===== config.mk =====
export PLATFORM = sky130hd
export DESIGN_NAME = riscv_decode_stage
export DESIGN_NICKNAME = d
export VERILOG_FILES = /design/src/rtl/riscv_instruction_properties_pkg.sv /design/src/rtl/riscv_instr_decode_comb.sv /design/src/rtl/riscv_decode_stage.sv
export SDC_FILE = /design/constraint.sdc
export NUM_CORES = 2
export LEC_CHECK = 0
export ABC_AREA = 1
export CELL_PAD_IN_SITES_DETAIL_PLACEMENT = 1
export CELL_PAD_IN_SITES_GLOBAL_PLACEMENT = 2
export CORE_MARGIN = 5
export CORE_UTILIZATION = 32
export CTS_BUF_LIST = sky130_fd_sc_hd__clkbuf_16
export DETAILED_ROUTE_END_ITERATION = 7
export GPL_ROUTABILITY_DRIVEN = 0
export PLACE_DENSITY_LB_ADDON = 0.3
export SLEW_MARGIN = 10
export SYNTH_ARGS = -nofsm -noshare
export SYNTH_HDL_FRONTEND = slang
export SYNTH_HIERARCHICAL = 1
export SYNTH_SLANG_ARGS = --single-unit

===== constraint.sdc =====
create_clock -name clk -period 3.31 [get_ports clk]
set_input_delay 0.4965 -clock clk [delete_from_list [all_inputs] [get_ports clk]]
set_output_delay 0.4965 -clock clk [all_outputs]
set_load 0.1 [all_outputs]

===== src/rtl/riscv_instruction_properties_pkg.sv =====
// riscv_instruction_properties: shared instruction enums, opcodes, name tables and the decoded-instruction record
package riscv_instruction_properties;
    localparam int MAX_XLEN = 64;

    typedef enum logic [5:0] {
        NOP, LUI, AUIPC, JAL, JALR, BEQ, BNE, BLT, BGE, BLTU, BGEU,
        LB, LH, LW, LBU, LHU, LWU, LD, SB, SH, SW, SD,
        ADDI, SLTI, SLTIU, XORI, ORI, ANDI, SLLI, SRLI, SRAI,
        ADD, SUB, SLL, SLT, SLTU, XOR, SRL, SRA, OR, AND,
        ADDIW, SLLIW, SRLIW, SRAIW, ADDW, SUBW, SLLW, SRLW, SRAW,
        FENCE, FENCEI, ECALL, EBREAK, CSRRW, CSRRS, CSRRC, CSRRWI, CSRRSI, CSRRCI
    } riscv_instr_name_t;

    typedef enum logic [2:0] {
        R_FORMAT, I_FORMAT, I_FORMAT_SHIFT, S_FORMAT, B_FORMAT, U_FORMAT, J_FORMAT
    } riscv_instr_format_t;

    typedef enum logic [3:0] {
        LOAD, STORE, SHIFT, ARITHMETIC, LOGICAL, COMPARE, BRANCH, JUMP,
        SYNCH, SYSTEM, COUNTER, CSR, CHANGELEVEL, TRAP, INTERRUPT, AMO
    } riscv_instr_cateogry_t;

    typedef enum logic [4:0] {
        ZERO, RA, SP, GP, TP, T0, T1, T2, S0, S1, A0, A1, A2, A3, A4, A5, A6, A7,
        S2, S3, S4, S5, S6, S7, S8, S9, S10, S11, T3, T4, T5, T6
    } riscv_reg_t;

    localparam logic [6:0] OPC_LUI       = 7'b0110111;
    localparam logic [6:0] OPC_AUIPC     = 7'b0010111;
    localparam logic [6:0] OPC_JAL       = 7'b1101111;
    localparam logic [6:0] OPC_JALR      = 7'b1100111;
    localparam logic [6:0] OPC_BRANCH    = 7'b1100011;
    localparam logic [6:0] OPC_LOAD      = 7'b0000011;
    localparam logic [6:0] OPC_STORE     = 7'b0100011;
    localparam logic [6:0] OPC_OP_IMM    = 7'b0010011;
    localparam logic [6:0] OPC_OP_IMM_32 = 7'b0011011;
    localparam logic [6:0] OPC_OP        = 7'b0110011;
    localparam logic [6:0] OPC_OP_32     = 7'b0111011;
    localparam logic [6:0] OPC_MISC_MEM  = 7'b0001111;
    localparam logic [6:0] OPC_SYSTEM    = 7'b1110011;

    localparam riscv_instr_name_t BRANCH_NAMES [8] = '{BEQ, BNE, NOP, NOP, BLT, BGE, BLTU, BGEU};
    localparam riscv_instr_name_t LOAD_NAMES   [8] = '{LB, LH, LW, LD, LBU, LHU, LWU, NOP};
    localparam riscv_instr_name_t STORE_NAMES  [8] = '{SB, SH, SW, SD, NOP, NOP, NOP, NOP};
    localparam riscv_instr_name_t OPIMM_NAMES  [8] = '{ADDI, SLLI, SLTI, SLTIU, XORI, SRLI, ORI, ANDI};
    localparam riscv_instr_name_t OP_NAMES     [8] = '{ADD, SLL, SLT, SLTU, XOR, SRL, OR, AND};
    localparam riscv_instr_name_t CSR_NAMES    [8] = '{NOP, CSRRW, CSRRS, CSRRC, NOP, CSRRWI, CSRRSI, CSRRCI};
    localparam riscv_instr_cateogry_t OP_CATS  [8] = '{ARITHMETIC, SHIFT, COMPARE, COMPARE, LOGICAL, SHIFT, LOGICAL, LOGICAL};

    typedef struct packed {
        riscv_instr_name_t     name;
        riscv_instr_format_t   format;
        riscv_instr_cateogry_t category;
        riscv_reg_t            rd;
        riscv_reg_t            rs1;
        riscv_reg_t            rs2;
        logic [MAX_XLEN-1:0]   imm;
        logic                  illegal;
    } riscv_decoded_instr_t;
endpackage


===== src/rtl/riscv_instr_decode_comb.sv =====
// riscv_instr_decode_comb: purely combinational RV32I/RV64I instruction word to decoded record
module riscv_instr_decode_comb
    import riscv_instruction_properties::*;
#(
    parameter int XLEN = 32
) (
    input  logic [31:0]          instr,
    output riscv_decoded_instr_t dec
);
    localparam bit RV64 = (XLEN == 64);
    logic [6:0] opc, f7;
    logic [2:0] f3;
    logic [63:0] imm_i, imm_s, imm_b, imm_u, imm_j, imm;
    logic ok, shift_ok, wshift_ok;
    riscv_instr_name_t nm;
    riscv_instr_format_t fmt;
    riscv_instr_cateogry_t cat;

    assign opc = instr[6:0];
    assign f3 = instr[14:12];
    assign f7 = instr[31:25];
    assign imm_i = {{52{instr[31]}}, instr[31:20]};
    assign imm_s = {{52{instr[31]}}, instr[31:25], instr[11:7]};
    assign imm_b = {{51{instr[31]}}, instr[31], instr[7], instr[30:25], instr[11:8], 1'b0};
    assign imm_u = {{32{instr[31]}}, instr[31:12], 12'b0};
    assign imm_j = {{43{instr[31]}}, instr[31], instr[19:12], instr[20], instr[30:21], 1'b0};
    assign shift_ok = (instr[31:26] == {1'b0, f3[2] & instr[30], 4'b0}) && (RV64 || !instr[25]);
    assign wshift_ok = instr[31:25] == {1'b0, f3[2] & instr[30], 5'b0};

    always_comb begin
        nm = NOP;
        fmt = I_FORMAT;
        cat = SYSTEM;
        imm = imm_i;
        ok = 1'b0;
        case (opc)
            OPC_LUI:   begin nm = LUI;   fmt = U_FORMAT; cat = ARITHMETIC; imm = imm_u; ok = 1'b1; end
            OPC_AUIPC: begin nm = AUIPC; fmt = U_FORMAT; cat = ARITHMETIC; imm = imm_u; ok = 1'b1; end
            OPC_JAL:   begin nm = JAL;   fmt = J_FORMAT; cat = JUMP;       imm = imm_j; ok = 1'b1; end
            OPC_JALR:  begin nm = JALR;  cat = JUMP; ok = f3 == 3'b000; end
            OPC_BRANCH: begin
                nm = BRANCH_NAMES[f3]; fmt = B_FORMAT; cat = BRANCH; imm = imm_b;
                ok = f3[2:1] != 2'b01;
            end
            OPC_LOAD: begin
                nm = LOAD_NAMES[f3]; cat = LOAD;
                ok = f3 != 3'b111 && (RV64 || (f3 != 3'b011 && f3 != 3'b110));
            end
            OPC_STORE: begin
                nm = STORE_NAMES[f3]; fmt = S_FORMAT; cat = STORE; imm = imm_s;
                ok = !f3[2] && (RV64 || f3 != 3'b011);
            end
            OPC_OP_IMM: begin
                nm = (instr == 32'h0000_0013) ? NOP : (f3 == 3'b101 && instr[30]) ? SRAI : OPIMM_NAMES[f3];
                cat = OP_CATS[f3];
                fmt = (f3[1:0] == 2'b01) ? I_FORMAT_SHIFT : I_FORMAT;
                imm = (f3[1:0] == 2'b01) ? {58'b0, instr[25:20]} : imm_i;
                ok = (f3[1:0] != 2'b01) || shift_ok;
            end
            OPC_OP_IMM_32: begin
                nm = (f3 == 3'b000) ? ADDIW : (f3 == 3'b001) ? SLLIW : instr[30] ? SRAIW : SRLIW;
                cat = (f3 == 3'b000) ? ARITHMETIC : SHIFT;
                fmt = (f3 == 3'b000) ? I_FORMAT : I_FORMAT_SHIFT;
                imm = (f3 == 3'b000) ? imm_i : {59'b0, instr[24:20]};
                ok = RV64 && (f3 == 3'b000 || (f3[1:0] == 2'b01 && wshift_ok));
            end
            OPC_OP: begin
                nm = f7[5] ? (f3[2] ? SRA : SUB) : OP_NAMES[f3];
                fmt = R_FORMAT; cat = OP_CATS[f3]; imm = '0;
                ok = f7 == 7'b0 || (f7 == 7'b0100000 && (f3 == 3'b000 || f3 == 3'b101));
            end
            OPC_OP_32: begin
                nm = (f3 == 3'b001) ? SLLW : (f3 == 3'b101) ? (f7[5] ? SRAW : SRLW) : (f7[5] ? SUBW : ADDW);
                fmt = R_FORMAT; cat = (f3 == 3'b000) ? ARITHMETIC : SHIFT; imm = '0;
                ok = RV64 && (f3 == 3'b000 || f3[1:0] == 2'b01) && (f7 == 7'b0 || (f7 == 7'b0100000 && f3 != 3'b001));
            end
            OPC_MISC_MEM: begin nm = f3[0] ? FENCEI : FENCE; cat = SYNCH; ok = f3[2:1] == 2'b00; end
            OPC_SYSTEM: begin
                nm = (f3 == 3'b000) ? (instr[20] ? EBREAK : ECALL) : CSR_NAMES[f3];
                cat = (f3 == 3'b000) ? SYSTEM : CSR;
                imm = (f3 == 3'b000) ? imm_i : {52'b0, instr[31:20]};
                ok = (f3 == 3'b000) ? ({instr[31:21], instr[19:7]} == '0) : (f3 != 3'b100);
            end
            default: ok = 1'b0;
        endcase
    end

    always_comb begin
        dec = '0;
        dec.name = ok ? nm : NOP;
        dec.format = ok ? fmt : I_FORMAT;
        dec.category = ok ? cat : SYSTEM;
        dec.rd = (!ok || fmt == S_FORMAT || fmt == B_FORMAT) ? ZERO : riscv_reg_t'(instr[11:7]);
        dec.rs1 = (!ok || fmt == U_FORMAT || fmt == J_FORMAT) ? ZERO : riscv_reg_t'(instr[19:15]);
        dec.rs2 = (ok && (fmt == R_FORMAT || fmt == S_FORMAT || fmt == B_FORMAT)) ? riscv_reg_t'(instr[24:20]) : ZERO;
        dec.imm = ok ? imm : '0;
        dec.illegal = !ok;
    end
endmodule


===== src/rtl/riscv_decode_stage.sv =====
// riscv_decode_stage: buffered RV32I/RV64I decode stage with output FIFO and saturating per-category retire counters
module riscv_decode_stage
    import riscv_instruction_properties::*;
#(
    parameter int XLEN  = 32,
    parameter int DEPTH = 4,
    parameter int CNT_W = 32
) (
    input  logic                  clk,
    input  logic                  rst_n,
    input  logic                  in_valid,
    output logic                  in_ready,
    input  logic [31:0]           in_instr,
    input  logic [XLEN-1:0]       in_pc,
    output logic                  out_valid,
    input  logic                  out_ready,
    output logic [XLEN-1:0]       out_pc,
    output riscv_instr_name_t     out_name,
    output riscv_instr_format_t   out_format,
    output riscv_instr_cateogry_t out_category,
    output riscv_reg_t            out_rd,
    output riscv_reg_t            out_rs1,
    output riscv_reg_t            out_rs2,
    output logic [XLEN-1:0]       out_imm,
    output logic                  out_illegal,
    input  logic                  cnt_clr,
    input  logic [3:0]            cnt_sel,
    output logic [CNT_W-1:0]      cnt_value
);
    localparam int AW = $clog2(DEPTH);
    typedef struct packed {
        riscv_decoded_instr_t dec;
        logic [XLEN-1:0]      pc;
    } entry_t;

    entry_t mem_q [DEPTH];
    entry_t mem_d [DEPTH];
    entry_t head;
    riscv_decoded_instr_t dec;
    logic [AW-1:0] wr_ptr_q, wr_ptr_d, rd_ptr_q, rd_ptr_d;
    logic [AW:0] count_q, count_d;
    logic [CNT_W-1:0] cnt_q [16];
    logic [CNT_W-1:0] cnt_d [16];
    logic push, pop, unused_imm;

    riscv_instr_decode_comb #(.XLEN(XLEN)) u_decode (.instr(in_instr), .dec(dec));

    assign in_ready = count_q != (AW+1)'(DEPTH);
    assign out_valid = count_q != '0;
    assign push = in_valid && in_ready;
    assign pop = out_valid && out_ready;
    assign head = mem_q[rd_ptr_q];
    assign out_pc = head.pc;
    assign out_name = head.dec.name;
    assign out_format = head.dec.format;
    assign out_category = head.dec.category;
    assign out_rd = head.dec.rd;
    assign out_rs1 = head.dec.rs1;
    assign out_rs2 = head.dec.rs2;
    assign out_imm = head.dec.imm[XLEN-1:0];
    assign out_illegal = head.dec.illegal;
    assign unused_imm = ^head.dec.imm;
    assign cnt_value = cnt_q[cnt_sel];

    always_comb begin
        mem_d = mem_q;
        if (push) mem_d[wr_ptr_q] = '{dec: dec, pc: in_pc};
        wr_ptr_d = wr_ptr_q + AW'(push);
        rd_ptr_d = rd_ptr_q + AW'(pop);
        count_d = count_q + (AW+1)'(push) - (AW+1)'(pop);
        cnt_d = cnt_q;
        if (cnt_clr) cnt_d = '{default: '0};
        else if (pop && !head.dec.illegal && cnt_q[head.dec.category] != '1)
            cnt_d[head.dec.category] = cnt_q[head.dec.category] + 1'b1;
    end

    always_ff @(posedge clk or negedge rst_n) begin
        if (!rst_n) begin
            mem_q <= '{default: '0};
            wr_ptr_q <= '0;
            rd_ptr_q <= '0;
            count_q <= '0;
            cnt_q <= '{default: '0};
        end else begin
            mem_q <= mem_d;
            wr_ptr_q <= wr_ptr_d;
            rd_ptr_q <= rd_ptr_d;
            count_q <= count_d;
            cnt_q <= cnt_d;
        end
    end
endmodule

== Yosys cells after proc, flatten, opt, wreduce, memory -nomap -nowiden ==
Memories as Yosys holds them, arrays and structs flattened.
Cells that the tools add are included.

* Register bits: 1019
* Bits in read-only memories: 320
* Bits of input ports: 73
* Output and inout bits: 127
* Logic and storage cells: 215
* Memories: 7

{| class="wikitable"
|+ Memory list
! name !! depth !! bits a word !! read ports !! clocked after memory_dff !! wr ports !! RTL line !! text
|-
| (no name shown) || 8 || 6 || 1 || 0 || 0 || riscv_instr_decode_comb.sv:46 || <nowiki>nm = LOAD_NAMES[f3]; cat = LOAD;</nowiki>
|-
| (no name shown) || 8 || 6 || 1 || 0 || 0 || riscv_instr_decode_comb.sv:79 || <nowiki>nm = (f3 == 3'b000) ? (instr[20] ? EBREAK : ECALL) : CSR_NAMES[f3];</nowiki>
|-
| (no name shown) || 8 || 6 || 1 || 0 || 0 || riscv_instr_decode_comb.sv:50 || <nowiki>nm = STORE_NAMES[f3]; fmt = S_FORMAT; cat = STORE; imm = imm_s;</nowiki>
|-
| (no name shown) || 8 || 6 || 1 || 0 || 0 || riscv_instr_decode_comb.sv:54 || <nowiki>nm = (instr == 32'h0000_0013) ? NOP : (f3 == 3'b101 && instr[30]) ? SRAI : OPIMM_NAMES[f3];</nowiki>
|-
| (no name shown) || 8 || 6 || 1 || 0 || 0 || riscv_instr_decode_comb.sv:42 || <nowiki>nm = BRANCH_NAMES[f3]; fmt = B_FORMAT; cat = BRANCH; imm = imm_b;</nowiki>
|-
| (no name shown) || 8 || 6 || 1 || 0 || 0 || riscv_instr_decode_comb.sv:68 || <nowiki>nm = f7[5] ? (f3[2] ? SRA : SUB) : OP_NAMES[f3];</nowiki>
|-
| 1 more memories || - || - || - || - || - || - ||
|}

* Add/sub/neg operators: 5
* Magnitude comparators: 7
* Eq/ne operators: 31
* Muxes and demuxes: 65
* Bitwise logic cells: 6
* Reduce and logical (&&, ||, !) cells: 39

{| class="wikitable"
|+ Operators with widths
! kind !! number
|-
| 512-bit 2-to-1 mux || 2
|-
| 512-bit bitwise mux || 1
|-
| 64-bit case mux with 8 select lines || 1
|-
| 500-bit bitwise mux || 1
|-
| 125-bit 2-to-1 mux || 3
|-
| 32-bit binary-select mux with 4-bit select || 2
|-
| 64-bit 2-to-1 mux || 4
|-
| 125-bit binary-select mux with 2-bit select || 1
|-
| 125-bit demux with 2-bit select || 1
|-
| 32-bit 2-to-1 mux || 5
|-
| 32-bit demux with 4-bit select || 1
|-
| 6-bit 2-to-1 mux || 21
|-
| 6-bit case mux with 13 select lines || 1
|-
| 4-bit case mux with 9 select lines || 1
|-
| 7-bit by 6-bit == test with 1-bit output, second input constant || 5
|-
| 32-bit by 1-bit adder with 32-bit output, second input constant || 1
|-
| 32-bit by 5-bit == test with 1-bit output, second input constant || 1
|-
| 32-bit != test, second input constant || 1
|-
| 7-bit == test, second input constant || 4
|-
| 24-bit zero test || 1
|-
| 7-bit by 5-bit == test with 1-bit output, second input constant || 3
|-
| 3-bit case mux with 7 select lines || 1
|-
| 5-bit 2-to-1 mux || 3
|-
| 1-bit logical AND || 13
|-
| other kinds (36) || 75
|}

== Longest topological paths before layout ==
* Depth in word-level cells: 12
* Mapped depth: 28
* Gate-level depth less buffers: 23

== Hierarchy ==
The synthesis kept the hierarchy.

{| class="wikitable"
|+ By module, submodules not included
! module !! instances !! cells an instance !! area each (µm²) !! sequential area each (µm²)
|-
| riscv_decode_stage || 1 || 6885 || 48774.3 || 22296.4
|-
| riscv_instr_decode_comb || 1 || 604 || 2852.7 || 0.0
|}

== Least setup slack after synthesis ==
OpenSTA, ideal clock, no wires.

* Kind: input-to-output
* Start point: in cnt_sel[0]
* End point: out cnt_value[13]
* Arrival: 3742 ps
* Data required time: 2813 ps
* Path slack: -928 ps
* Stages: 7
* Path buffers: 3
* Cell sequence: clkbuf_1 > clkbuf_1 > clkbuf_1 > a21oi_1 > o21ai_0 > o22ai_1 > o21ai_0

* Word-level cells in the longest chain between the ends: 4

{| class="wikitable"
|+ Ends and longest elaborated chain
! item !! RTL line !! text
|-
| start, declared || riscv_decode_stage.sv:27 || <nowiki>input logic [3:0] cnt_sel,</nowiki>
|-
| 4-bit inverter with 5-bit output (implied by the code) || riscv_decode_stage.sv:63 || <nowiki>assign cnt_value = cnt_q[cnt_sel];</nowiki>
|-
| 32-bit binary-select mux with 4-bit select || riscv_decode_stage.sv:63 ||
|-
| 32-bit 2-to-1 mux (implied by the code) (2 in series) || riscv_decode_stage.sv:63 ||
|-
| end, declared || riscv_decode_stage.sv:28 || <nowiki>output logic [CNT_W-1:0] cnt_value</nowiki>
|}

Every way passes these cells. The select of a mux whose other input is x is not followed.

== Worst setup path after layout ==
* Start point: reg rd_ptr_q[0]
* End point: reg cnt_q[143] (netlist name)

* Word-level cells in the longest chain between the ends: 12
* Elaborated cells between the ends (all ways): 22
* Those cells by class: add/sub: 1; order compare: 2; eq/ne: 1; mux: 11; bitwise: 2; reduce/logical: 5

{| class="wikitable"
|+ Ends and longest elaborated chain
! item !! RTL line !! text
|-
| start, declared || riscv_decode_stage.sv:40 || <nowiki>logic [AW-1:0] wr_ptr_q, wr_ptr_d, rd_ptr_q, rd_ptr_d;</nowiki>
|-
| start signal, assigned || riscv_decode_stage.sv:87 || <nowiki>rd_ptr_q <= rd_ptr_d;</nowiki>
|-
| 2-bit inverter with 3-bit output (implied by the code) (*) || riscv_decode_stage.sv:52 || <nowiki>assign head = mem_q[rd_ptr_q];</nowiki>
|-
| 125-bit binary-select mux with 2-bit select (*) || riscv_decode_stage.sv:52 ||
|-
| 125-bit 2-to-1 mux (implied by the code) (*) (2 in series) || riscv_decode_stage.sv:52 ||
|-
| 4-bit inverter with 5-bit output (implied by the code) || riscv_decode_stage.sv:73, riscv_decode_stage.sv:74 ||
|-
| 32-bit binary-select mux with 4-bit select, or another cell as far along || riscv_decode_stage.sv:73, riscv_decode_stage.sv:74 ||
|-
| 32-bit 2-to-1 mux (implied by the code) or 1-bit logical AND (tied branches) || riscv_decode_stage.sv:73, riscv_decode_stage.sv:74 ||
|-
| 32-bit 2-to-1 mux, on equally long branches || riscv_decode_stage.sv:73, riscv_decode_stage.sv:74 ||
|-
| 32-bit by 1-bit adder with 32-bit output or 32-bit demux with 4-bit select (tied branches) || riscv_decode_stage.sv:74 || <nowiki>cnt_d[head.dec.category] = cnt_q[head.dec.category] + 1'b1;</nowiki>
|-
| 512-bit bitwise mux || riscv_decode_stage.sv:74 ||
|-
| 512-bit 2-to-1 mux || riscv_decode_stage.sv:73 || <nowiki>else if (pop && !head.dec.illegal && cnt_q[head.dec.category] != '1)</nowiki>
|-
| 512-bit 2-to-1 mux || riscv_decode_stage.sv:72 || <nowiki>if (cnt_clr) cnt_d = '{default: '0};</nowiki>
|-
| end signal, assigned || riscv_decode_stage.sv:89 || <nowiki>cnt_q <= cnt_d;</nowiki>
|-
| end, declared || riscv_decode_stage.sv:42 || <nowiki>logic [CNT_W-1:0] cnt_q [16];</nowiki>
|}

Every way passes the cells marked *; elsewhere a longest branch is shown, timed or not. The select of a mux whose other input is x is not followed.
A chain may end at the register's enable or synchronous reset.

==> impl_results.html <==
<table>
<tr><th>Metric</th><th>Value</th></tr>
<tr><th colspan="2">Outcome</th></tr>
<tr><td>Outcome</td><td>complete, but fails checks</td></tr>
<tr><td>Violations in the final reports</td><td>setup timing</td></tr>
<tr><th colspan="2">Clock network</th></tr>
<tr><td>Maximum root-to-sink buffer count</td><td>3</td></tr>
<tr><td>Clock transition at the registers of the reported paths</td><td>60 ps</td></tr>
<tr><td>Insertion delay to the later sink of the worst-skew pair</td><td>760 ps</td></tr>
<tr><td>Clock tree root buffer cell</td><td>sky130_fd_sc_hd__clkbuf_16</td></tr>
<tr><td>Total number of H-tree levels</td><td>3</td></tr>
<tr><td>Cts bufs inserted</td><td>109</td></tr>
<tr><td>TritonCTS Sinks</td><td>891</td></tr>
<tr><td>TritonCTS clock tree</td><td>done</td></tr>
<tr><th colspan="2">STA</th></tr>
<tr><td>Part of the cycle the worst path needs</td><td>1.120</td></tr>
<tr><td>Worst rel slew slack</td><td>0.1012</td></tr>
<tr><td>Final sum of negative setup slack</td><td>-159340 ps</td></tr>
<tr><td>Final Max Slew Viols</td><td>0</td></tr>
<tr><td>Setup violations, final</td><td>514</td></tr>
<tr><td>RSZ-0062 raised after global routing</td><td>true</td></tr>
<tr><td>Post-route worst hold slack</td><td>329.4 ps</td></tr>
<tr><td>Post-layout minimum cycle time</td><td>3708 ps</td></tr>
<tr><td>Smallest setup slack after layout</td><td>-398.3 ps</td></tr>
<tr><td>Final number of hold-violating endpoints</td><td>0</td></tr>
<tr><td>Worst Clk Skew</td><td>56.55 ps</td></tr>
<tr><td>Maximum frequency from static timing analysis</td><td>0.2697 GHz</td></tr>
<tr><td>Worst Max-Slew Pin Slew</td><td>1348 ps</td></tr>
<tr><th colspan="2">Layout</th></tr>
<tr><td>Synth-to-layout area growth</td><td>30.45%</td></tr>
<tr><td>Net count of the finished layout</td><td>7909</td></tr>
<tr><td>Share of final-layout standard cells stronger than drive strength 1</td><td>0.1553</td></tr>
<tr><td>Filler Cells Inserted</td><td>19590</td></tr>
<tr><td>Number of standard cells in the layout, taps in and fillers out</td><td>10070</td></tr>
<tr><td>Design area</td><td>67030 um^2</td></tr>
<tr><th colspan="2">GRT</th></tr>
<tr><td>Wire length of the first global-routing pass</td><td>358.5 mm</td></tr>
<tr><td>Initial antenna violation count</td><td>3</td></tr>
<tr><td>Via count of the first global-routing pass</td><td>56010</td></tr>
<tr><td>Global route total overflow</td><td>0</td></tr>
<tr><td>Largest net degree at the start of global routing</td><td>139</td></tr>
<tr><td>GRT Util Overall</td><td>0.2754</td></tr>
<tr><th colspan="2">Placement</th></tr>
<tr><td>Post-detailed-placement cell area</td><td>60740 um^2</td></tr>
<tr><td>Count of buffers inserted at the top-level ports</td><td>199</td></tr>
<tr><td>Placed wire-length estimate after detailed placement</td><td>148.9 mm</td></tr>
<tr><td>Placed cell count</td><td>9770</td></tr>
<tr><td>Setup slack at placement</td><td>-794.9 ps</td></tr>
<tr><th colspan="2">Routing</th></tr>
<tr><td>Drt initial violations</td><td>3699</td></tr>
<tr><td>Remaining antenna violation count after routing</td><td>0</td></tr>
<tr><td>Average wire length per cell after detail routing</td><td>23.82 um</td></tr>
<tr><td>TritonRoute pass-1 iters</td><td>6</td></tr>
<tr><td>Number of remaining DRC errors</td><td>0</td></tr>
<tr><td>Vias post-DR</td><td>53840</td></tr>
<tr><td>Total wire length after detailed routing</td><td>239.9 mm</td></tr>
<tr><td>Vias per inst</td><td>5.347</td></tr>
<tr><th colspan="2">Power</th></tr>
<tr><td>Peak supply drop</td><td>0.001261 V</td></tr>
<tr><td>Cell Pwr Density</td><td>1181 nW/um^2</td></tr>
<tr><td>Leakage power</td><td>32.22 nW</td></tr>
<tr><th colspan="2">Floorplan</th></tr>
<tr><td>Die outline area</td><td>168700 um^2</td></tr>
<tr><td>Die span in y</td><td>410.7 um</td></tr>
<tr><td>Top-Level Pins</td><td>200</td></tr>
<tr><td>Die Span X</td><td>410.7 um</td></tr>
<tr><td>Core region area</td><td>160200 um^2</td></tr>
<tr><td>Effective utilization at floorplan</td><td>0.3208</td></tr>
<tr><td>Site Rows</td><td>147</td></tr>
<tr><th colspan="2">Logic synthesis</th></tr>
<tr><td>Net count after synthesis</td><td>7546</td></tr>
<tr><td>Syn Std Cell Area</td><td>51390 um^2</td></tr>
<tr><td>Gate count after technology mapping</td><td>7457</td></tr>
<tr><td>Yosys warns</td><td>6</td></tr>
<tr><td>Avg Synthesized Cell Area</td><td>6.891 um^2</td></tr>
<tr><th colspan="2">Hold path</th></tr>
<tr><td>Worst Hold Class</td><td>in2async</td></tr>
<tr><th colspan="2">Worst setup path</th></tr>
<tr><td>Path type of the worst setup path</td><td>reg2reg</td></tr>
<tr><td>Worst Setup Start Kind</td><td>flop</td></tr>
<tr><td>CP endpoint kind</td><td>flop</td></tr>
<tr><td>Maximum fanout count along the critical path</td><td>8</td></tr>
<tr><td>Endpoint required time on the critical path</td><td>3910 ps</td></tr>
<tr><td>Depth of the worst register-to-register path</td><td>26</td></tr>
<tr><td>Data arrival time of the worst path</td><td>4310 ps</td></tr>
<tr><th colspan="2">Job</th></tr>
<tr><td>Reported max-cap violation count</td><td>0</td></tr>
</table>
[state kept, by name (all words and copies together), names as in the netlist]
signal    cells
count_q       3
rd_ptr_q      2
cnt_q       512
mem_q       372
wr_ptr_q      2
[worst max-delay path, stage by stage, from the launching register on]
cell,delay [ps]
sky130_fd_sc_hd__dfrtp_4,530
sky130_fd_sc_hd__buf_6,150
sky130_fd_sc_hd__buf_4,140
sky130_fd_sc_hd__nand2_2,60
sky130_fd_sc_hd__nand3_2,110
sky130_fd_sc_hd__nand2_8,130
sky130_fd_sc_hd__clkinv_8,120
sky130_fd_sc_hd__buf_8,160
sky130_fd_sc_hd__buf_6,140
sky130_fd_sc_hd__nand3_1,90
sky130_fd_sc_hd__nand4_1,100
sky130_fd_sc_hd__nand2_1,80
sky130_fd_sc_hd__nand2_1,60
sky130_fd_sc_hd__nor2_2,140
sky130_fd_sc_hd__inv_2,70
sky130_fd_sc_hd__ha_4,190
sky130_fd_sc_hd__nand2_4,70
sky130_fd_sc_hd__nor2_4,40
sky130_fd_sc_hd__nand2_4,100
sky130_fd_sc_hd__nor2_4,60
sky130_fd_sc_hd__nand2_4,140
sky130_fd_sc_hd__buf_12,160
sky130_fd_sc_hd__nand3_4,190
sky130_fd_sc_hd__buf_12,250
sky130_fd_sc_hd__buf_12,140
sky130_fd_sc_hd__nand3_2,60
sky130_fd_sc_hd__o21ai_2,50
[metrics by stage]
stage	total power [mW]	utilization
4_1_cts	78.38	0.4151
2_1_floorplan	39.82	-
6_report	79.19	0.4184
3_3_place_gp	62.04	0.3792
3_5_place_dp	62.42	0.3792
5_1_grt	83.41	0.4184
[final timing paths]
kind | end | slack [ps] | start
worst max-delay path | cnt_q[143] | -400 | rd_ptr_q[0]
max in group asynchronous | rd_ptr_q[1] | 1860 | rst_n
worst min-delay path | mem_q[312] | 330 | rst_n
min in group clk | mem_q[133] | 360 | in_pc[8]
worst max register to register | cnt_q[143] | -400 | rd_ptr_q[0]
worst min register to register | mem_q[356] | 480 | mem_q[356]
[placed cells by master (no fill, tap or decap), types with 51 or more instances in the layout]
cell / count
sky130_fd_sc_hd__nor2_1: 419
sky130_fd_sc_hd__nand3_2: 53
sky130_fd_sc_hd__clkdlybuf4s50_1: 67
sky130_fd_sc_hd__buf_12: 294
sky130_fd_sc_hd__nand3_1: 738
sky130_fd_sc_hd__o21ai_0: 867
sky130_fd_sc_hd__o22ai_1: 97
sky130_fd_sc_hd__o21ai_2: 51
sky130_fd_sc_hd__nand2_1: 2381
sky130_fd_sc_hd__buf_4: 365
sky130_fd_sc_hd__clkbuf_16: 118
sky130_fd_sc_hd__o21ai_1: 183
sky130_fd_sc_hd__inv_1: 620
sky130_fd_sc_hd__nand2_2: 72
sky130_fd_sc_hd__dfrtp_1: 889
sky130_fd_sc_hd__a21oi_1: 239
[where the power goes]
part | total, mW | internal [mW] | switching [mW]
clock network | 11.8 | 6.46 | 5.32
logic | 53.7 | 18.6 | 35.1
registers | 13.7 | 12.6 | 1.08
[routing by layer]
| layer | global-route usage | wire (um) |
|---|---|---|
| met1 | 0.3569 | 102100 |
| met2 | 0.4648 | 112800 |
| met3 | 0.04367 | 14150 |
| met4 | 0.1007 | 10880 |
| met5 | 0 | 0 |
[repair_timing]
action                                 4_1_cts  5_1_grt
endpoints found under the hold margin       28        0
setup endpoints to repair                  587      568
gates cloned                                27       10
pin swaps                                   30       32
resized for setup                          320       95
hold buffers                                 1        0
setup buffers                               53       17
[final cells by class]
type / count / area [um^2] / share of cell area
Multi-Input combinational cell: 5371 / 25350 / 0.3782
Tap cell: 2160 / 2703 / 0.04032
Clock buffer: 109 / 2728 / 0.04069
Antenna cell: 2 / 5.005 / 0.00007466
Timing Repair Buffer: 804 / 10760 / 0.1606
Inverter: 642 / 2469 / 0.03683
Clock inverter: 90 / 703.2 / 0.01049
Timing Repair inverter: 1 / 6.256 / 0.00009333
Sequential cell: 891 / 22300 / 0.3327
Note: power is estimated with default switching activity, not from simulation.
